**src/rtl/tenths_display_pkg.sv**
```systemverilog
// Shared constants for the tenths display: 7-segment patterns, converter state
// encoding and small nibble helpers.
package tenths_display_pkg;

    localparam logic [6:0] SEG_0     = 7'h3F;
    localparam logic [6:0] SEG_1     = 7'h06;
    localparam logic [6:0] SEG_2     = 7'h5B;
    localparam logic [6:0] SEG_3     = 7'h4F;
    localparam logic [6:0] SEG_4     = 7'h66;
    localparam logic [6:0] SEG_5     = 7'h6D;
    localparam logic [6:0] SEG_6     = 7'h7D;
    localparam logic [6:0] SEG_7     = 7'h07;
    localparam logic [6:0] SEG_8     = 7'h7F;
    localparam logic [6:0] SEG_9     = 7'h6F;
    localparam logic [6:0] SEG_BLANK = 7'h00;

    localparam logic [1:0] ST_IDLE  = 2'd0;
    localparam logic [1:0] ST_SHIFT = 2'd1;
    localparam logic [1:0] ST_DONE  = 2'd2;

    function automatic logic [6:0] seg_pattern(input logic [3:0] digit);
        logic [6:0] pat;
        case (digit)
            4'd0:    pat = SEG_0;
            4'd1:    pat = SEG_1;
            4'd2:    pat = SEG_2;
            4'd3:    pat = SEG_3;
            4'd4:    pat = SEG_4;
            4'd5:    pat = SEG_5;
            4'd6:    pat = SEG_6;
            4'd7:    pat = SEG_7;
            4'd8:    pat = SEG_8;
            4'd9:    pat = SEG_9;
            default: pat = SEG_BLANK;
        endcase
        return pat;
    endfunction

    // Double-dabble correction applied before each shift.
    function automatic logic [3:0] bcd_adjust(input logic [3:0] nib);
        logic [3:0] res;
        if (nib >= 4'd5) begin
            res = nib + 4'd3;
        end else begin
            res = nib;
        end
        return res;
    endfunction

endpackage

```
**src/rtl/tenths_display_bin2bcd_seq.sv**
```systemverilog
// Sequential shift-add-3 binary to BCD converter; one conversion takes
// IDLE + CNT_W shift cycles + DONE, result registered with a one-cycle valid pulse.
module bin2bcd_seq
    import tenths_display_pkg::*;
#(
    parameter int CNT_W = 10
) (
    input  logic             CLOCK10M,
    input  logic             KEY0,
    input  logic [CNT_W-1:0] bin_in,
    output logic [15:0]      bcd_out,
    output logic             bcd_valid
);

    localparam int IT_W = $clog2(CNT_W + 1);
    localparam logic [IT_W-1:0] IT_LAST = IT_W'(CNT_W - 1);

    logic [1:0]       state_q, state_d;
    logic [CNT_W-1:0] captured_q, captured_d;
    logic             force_q, force_d;
    logic [15:0]      scratch_q, scratch_d;
    logic [CNT_W-1:0] bin_q, bin_d;
    logic [IT_W-1:0]  iter_q, iter_d;
    logic [15:0]      bcd_q, bcd_d;
    logic             valid_q, valid_d;
    logic [15:0]      adj_s;

    // Converter next-state logic; a new count is only accepted while idle.
    always_comb begin
        state_d    = state_q;
        captured_d = captured_q;
        force_d    = force_q;
        scratch_d  = scratch_q;
        bin_d      = bin_q;
        iter_d     = iter_q;
        bcd_d      = bcd_q;
        valid_d    = 1'b0;
        adj_s      = {bcd_adjust(scratch_q[15:12]), bcd_adjust(scratch_q[11:8]),
                      bcd_adjust(scratch_q[7:4]),   bcd_adjust(scratch_q[3:0])};
        case (state_q)
            ST_IDLE: begin
                if (force_q || (bin_in != captured_q)) begin
                    captured_d = bin_in;
                    bin_d      = bin_in;
                    force_d    = 1'b0;
                    scratch_d  = 16'h0000;
                    iter_d     = {IT_W{1'b0}};
                    state_d    = ST_SHIFT;
                end else begin
                    state_d    = ST_IDLE;
                end
            end
            ST_SHIFT: begin
                {scratch_d, bin_d} = {adj_s[14:0], bin_q, 1'b0};
                iter_d             = iter_q + IT_W'(1);
                if (iter_q == IT_LAST) begin
                    state_d = ST_DONE;
                end else begin
                    state_d = ST_SHIFT;
                end
            end
            ST_DONE: begin
                bcd_d   = scratch_q;
                valid_d = 1'b1;
                state_d = ST_IDLE;
            end
            default: begin
                force_d = 1'b1;
                state_d = ST_IDLE;
            end
        endcase
    end

    // Converter state registers.
    always_ff @(posedge CLOCK10M or posedge KEY0) begin
        if (KEY0) begin
            state_q    <= ST_IDLE;
            captured_q <= {CNT_W{1'b0}};
            force_q    <= 1'b1;
            scratch_q  <= 16'h0000;
            bin_q      <= {CNT_W{1'b0}};
            iter_q     <= {IT_W{1'b0}};
            bcd_q      <= 16'h0000;
            valid_q    <= 1'b0;
        end else begin
            state_q    <= state_d;
            captured_q <= captured_d;
            force_q    <= force_d;
            scratch_q  <= scratch_d;
            bin_q      <= bin_d;
            iter_q     <= iter_d;
            bcd_q      <= bcd_d;
            valid_q    <= valid_d;
        end
    end

    assign bcd_out   = bcd_q;
    assign bcd_valid = valid_q;

endmodule

```
**src/rtl/tenths_display.sv**
```systemverilog
// Game-clock tenths count to multiplexed 4-digit 7-segment display ("DDD.D").
// Build option: LEADING_ZERO_BLANK_EN blanks leading zeros on digits 3 and 2.
module tenths_display
    import tenths_display_pkg::*;
#(
    parameter int CNT_W    = 10,
    parameter int SCAN_DIV = 10000
) (
    input  logic             CLOCK10M,
    input  logic             KEY0,
    input  logic [CNT_W-1:0] count_in,
    output logic [15:0]      bcd_out,
    output logic             bcd_valid,
    output logic [6:0]       seg_out,
    output logic             dp_out,
    output logic [3:0]       digit_sel
);

    localparam int PRE_W = $clog2(SCAN_DIV);
    localparam logic [PRE_W-1:0] PRE_MAX = PRE_W'(SCAN_DIV - 1);

    logic [PRE_W-1:0] pre_q, pre_d;
    logic [1:0]       idx_q, idx_d;
    logic [6:0]       seg_q, seg_d;
    logic             dp_q, dp_d;
    logic [3:0]       sel_q, sel_d;
    logic [3:0]       nib_s;

    bin2bcd_seq #(
        .CNT_W (CNT_W)
    ) u_bin2bcd (
        .CLOCK10M  (CLOCK10M),
        .KEY0      (KEY0),
        .bin_in    (count_in),
        .bcd_out   (bcd_out),
        .bcd_valid (bcd_valid)
    );

    // Scan prescaler and digit index.
    always_comb begin
        pre_d = pre_q;
        idx_d = idx_q;
        if (pre_q == PRE_MAX) begin
            pre_d = {PRE_W{1'b0}};
            idx_d = idx_q + 2'd1;
        end else begin
            pre_d = pre_q + PRE_W'(1);
            idx_d = idx_q;
        end
    end

    // Display decode for the current slot; bcd_out is read live.
    always_comb begin
        case (idx_q)
            2'd0:    nib_s = bcd_out[3:0];
            2'd1:    nib_s = bcd_out[7:4];
            2'd2:    nib_s = bcd_out[11:8];
            2'd3:    nib_s = bcd_out[15:12];
            default: nib_s = 4'd0;
        endcase
        seg_d = seg_pattern(nib_s);
`ifdef LEADING_ZERO_BLANK_EN
        if ((idx_q == 2'd3) && (bcd_out[15:12] == 4'd0)) begin
            seg_d = SEG_BLANK;
        end else if ((idx_q == 2'd2) && (bcd_out[15:8] == 8'h00)) begin
            seg_d = SEG_BLANK;
        end else begin
            seg_d = seg_pattern(nib_s);
        end
`endif
        sel_d = 4'b0001 << idx_q;
        dp_d  = (idx_q == 2'd1);
    end

    // Scan and display registers.
    always_ff @(posedge CLOCK10M or posedge KEY0) begin
        if (KEY0) begin
            pre_q <= {PRE_W{1'b0}};
            idx_q <= 2'd0;
            seg_q <= SEG_0;
            dp_q  <= 1'b0;
            sel_q <= 4'b0001;
        end else begin
            pre_q <= pre_d;
            idx_q <= idx_d;
            seg_q <= seg_d;
            dp_q  <= dp_d;
            sel_q <= sel_d;
        end
    end

    assign seg_out   = seg_q;
    assign dp_out    = dp_q;
    assign digit_sel = sel_q;

endmodule
```
**config.mk**
```make
export PLATFORM = sky130hd
export DESIGN_NAME = tenths_display
export DESIGN_NICKNAME = d
export VERILOG_FILES = /design/src/rtl/tenths_display_pkg.sv /design/src/rtl/tenths_display_bin2bcd_seq.sv /design/src/rtl/tenths_display.sv
export SDC_FILE = /design/constraint.sdc
export NUM_CORES = 1
export LEC_CHECK = 0
export BUFFER_PORTS_ARGS = -buffer_cell sky130_fd_sc_hd__buf_2
export CAP_MARGIN = 20
export CORE_MARGIN = 4
export CORE_UTILIZATION = 50
export CTS_BUF_LIST = sky130_fd_sc_hd__clkbuf_4 sky130_fd_sc_hd__clkbuf_8
export DETAILED_ROUTE_END_ITERATION = 8
export PLACE_DENSITY_LB_ADDON = 0.3
export SYNTH_ARGS = -nofsm -noshare
export SYNTH_HDL_FRONTEND = slang
export SYNTH_HIERARCHICAL = 1
export SYNTH_SLANG_ARGS = --single-unit
```
**constraint.sdc**
```tcl
create_clock -name CLOCK10M -period 2.5 [get_ports CLOCK10M]
set_input_delay 0.25 -clock CLOCK10M [delete_from_list [all_inputs] [get_ports CLOCK10M]]
set_output_delay 0.25 -clock CLOCK10M [all_outputs]
set_load 0.01 [all_outputs]
```
==> results.toml <==
[worst_setup_path]
arrival_ps = 2540
cp_max_fo = 8
critPathKind = "register to register"
cp_num_buf_inv = 1
max_stage_delay_ps = 430
slowest_stage = "a222oi_1"
cpLargestDelayFamily = "compound AO/OA/AOI/OAI gates"
worst_setup_path_start_kind = "register"
crit_top_cell = "ha_1"
required_ps = 2790
endpoint_kind = "register"
crit_chain = "ha_1, a222oi_1, mux2_2, inv_1, ha_1, o21a_1, a21oi_1"

[route]
routed_wl_um = 9100
drt_iter0_drc = 202
wl_per_cell_um = 15.8
routed_via_density = 5.53
num_vias = 3188
drcViolationCount = 0
drtAntennaViolNets = 0
firstDrtPassIters = 4

[finish]
drive_above_1_share_pct = 23.0
fin_nets = 500
layout_commonest_cell = "dfrtp_1"
final_cell_mix = "dfrtp_1, nor2_1, buf_2, inv_1, nand2_1"
n_fill_cell = 740
antenna_cells = 0
syn_to_final_growth_pct = 12.0
final_area_mm2 = 0.00503
utilization_pct = 57.6

[global_route]
grt_usage_pct = 18.6
grt_max_degree = 61
grt_pass1_wl_um = 15400
antenna_found_initial = 0
first_global_vias = 3123
grt_overflow = 0

[sta]
timing.setup.tns_ps = 0
finalHoldViolCount = 0
period_share_pct = 90.2
setup_viol = 0
slew_headroom_pct = 49.7
period_minus_slack_ps = 2260
worst_slew_pin_slew_ps = 754
skew_ps = 11.1
setup_ws_ps = 245
max_freq_mhz = 443
slew_viol_final = 0
rsz0062_at_grt = "false"

[floorplanning]
ioPinCount = 41
initial_core_util_pct = 51.5
core-area_mm2 = 0.00872
dieArea_mm2 = 0.0106
die_y_um = 103
row_count = 34
die-width_um = 103

[power]
ir_drop_mv = 0.562
powerDensity_mw_per_mm2 = 1060
p_leak_uw = 0.00240
total_power_uw = 5340

[placed_design]
numPortBuffers = 40
post_dp_cell_area_mm2 = 0.00480
dp_hpwl_um = 6370
preCtsSetupSlack_ps = 272
gp_congestion = 0.908

[yosys]
synth_top_area_share_pct = 44.0
ys_async_sr_fraction_pct = 100
syn_avg_cell_area_um2 = 10.7
seq_area_frac_synth_pct = 48.7
synth-edff-count = 0
syn_inst = 418
yosysWarnings = 6
yosysTopAreaCell = "dfrtp_1"
syn_nets = 454
ys_dominant_reg_cell = "dfrtp_1"
ys_seq_elements = 87
mappedNetlistArea_mm2 = 0.00449
ys_types = 48
netlist_top_cells_area = "dfrtp_1, ha_1, mux2_2"

[hold_path]
hp-class = "input port to register"

[clock_network]
path_clk_slew_ps = 90
numCtsBuffers = 9
clk_latency_ps = 360
htreeDepth = 3
cts_tree = "yes"
cts-resized-gates = 0
clk_path_buf_depth = 2
cts-root-buf = "clkbuf_8"
cts.sinks = 87

[status]
status = "complete, no violations"

[flow_run]
cap_violations = 0
-- worst register-to-register path, delay by kind of cell, from the launching register on --
| family | cells | cell delay (ps) |
|---|---|---|
| AO/OA/AOI/OAI | 3 | 740 |
| adder cells (fa/ha/maj) | 2 | 580 |
| buffers and inverters | 1 | 110 |
| flip-flops | 1 | 410 |
| multiplexers | 1 | 330 |
-- registers in the layout, indices dropped and copies added, names as in the netlist --
name / count
seg_out: 7
idx_q: 2
u_bin2bcd/iter_q: 4
u_bin2bcd/scratch_q: 16
u_bin2bcd/state_q: 2
pre_q: 14
u_bin2bcd/captured_q: 10
u_bin2bcd/bcd_out: 16
u_bin2bcd/bcd_valid: 1
digit_sel: 4
u_bin2bcd/force_q: 1
u_bin2bcd/bin_q: 10
-- cell type report --
cell class,instances,area (um^2),area share (%)
Sequential cell,87,2190,43.5
Multi-Input combinational cell,286,2100,41.8
Timing Repair Buffer,51,305,6.07
Tap cell,108,135,2.69
Clock buffer,9,124,2.46
Inverter,29,109,2.17
Clock inverter,7,65.1,1.29
-- worst paths after layout --
kind	from	endpoint	slack, ps	cells past startpoint
hold reg to reg	pre_q[0]	pre_q[0]	500	1
min in group asynchronous	KEY0	pre_q[3]	550	4
setup reg to reg	idx_q[0]	seg_out[1]	240	7
max in group asynchronous	KEY0	u_bin2bcd/captured_q[0]	1320	4
hold / removal	count_in[7]	u_bin2bcd/captured_q[7]	160	2
setup / recovery	idx_q[0]	seg_out[1]	240	7
-- metal layers --
| metal | vias to the layer above | routed length [um] | track usage (%) | part of all wire, % |
|---|---|---|---|---|
| met5 | - | 0 | 0 | 0 |
| met4 | 0 | 171 | 7.37 | 1.9 |
| met3 | 14 | 377 | 3.18 | 4.1 |
| met2 | 71 | 4470 | 30.0 | 49 |
| met1 | 1567 | 4080 | 25.0 | 45 |
| li1 | 1536 | - | - | - |
-- power breakdown --
group / switching [uW] / internal [uW] / total [uW]
Clock: 556 / 385 / 941
Combinational: 1150 / 964 / 2110
Sequential: 389 / 1900 / 2290
Total: 2090 / 3250 / 5340
-- cell families after synthesis --
group,after synthesis,share of synthesized area [%]
AO/OA/AOI/OAI,79,12.2
XOR/XNOR,27,5.27
adder cells (fa/ha/maj),24,6.69
buffers and inverters,45,4.46
flip-flops,87,48.7
multiplexers,43,10.6
AND/OR/NAND/NOR,113,12.0
-- metrics by stage --
step	hold slack, ps	cells
2_1_floorplan	298	418
3_3_place_gp	469	559
3_5_place_dp	492	559
4_1_cts	133	575
5_1_grt	168	577
6_report	161	577
-- cells in the mapped netlist, drive strengths merged (6+ instances only) --
master / count
nand4: 8
clkbuf: 6
nor2: 48
nand2: 26
dfstp: 8
xor2: 8
nand2b: 7
ha: 24
o221a: 8
o21ai: 29
a21oi: 18
o22ai: 6
xnor2: 19
buf: 10
o31ai: 7
dfrtp: 79
mux2i: 14
inv: 29
mux2: 29
nor3: 6
-- what timing repair did --
item,CTS,global route
buffers inserted,0,0
hold buffers,0,1
endpoints found under the setup margin,0,0
hold endpoints to repair,0,21
Note: power is estimated with default switching activity, not from simulation.
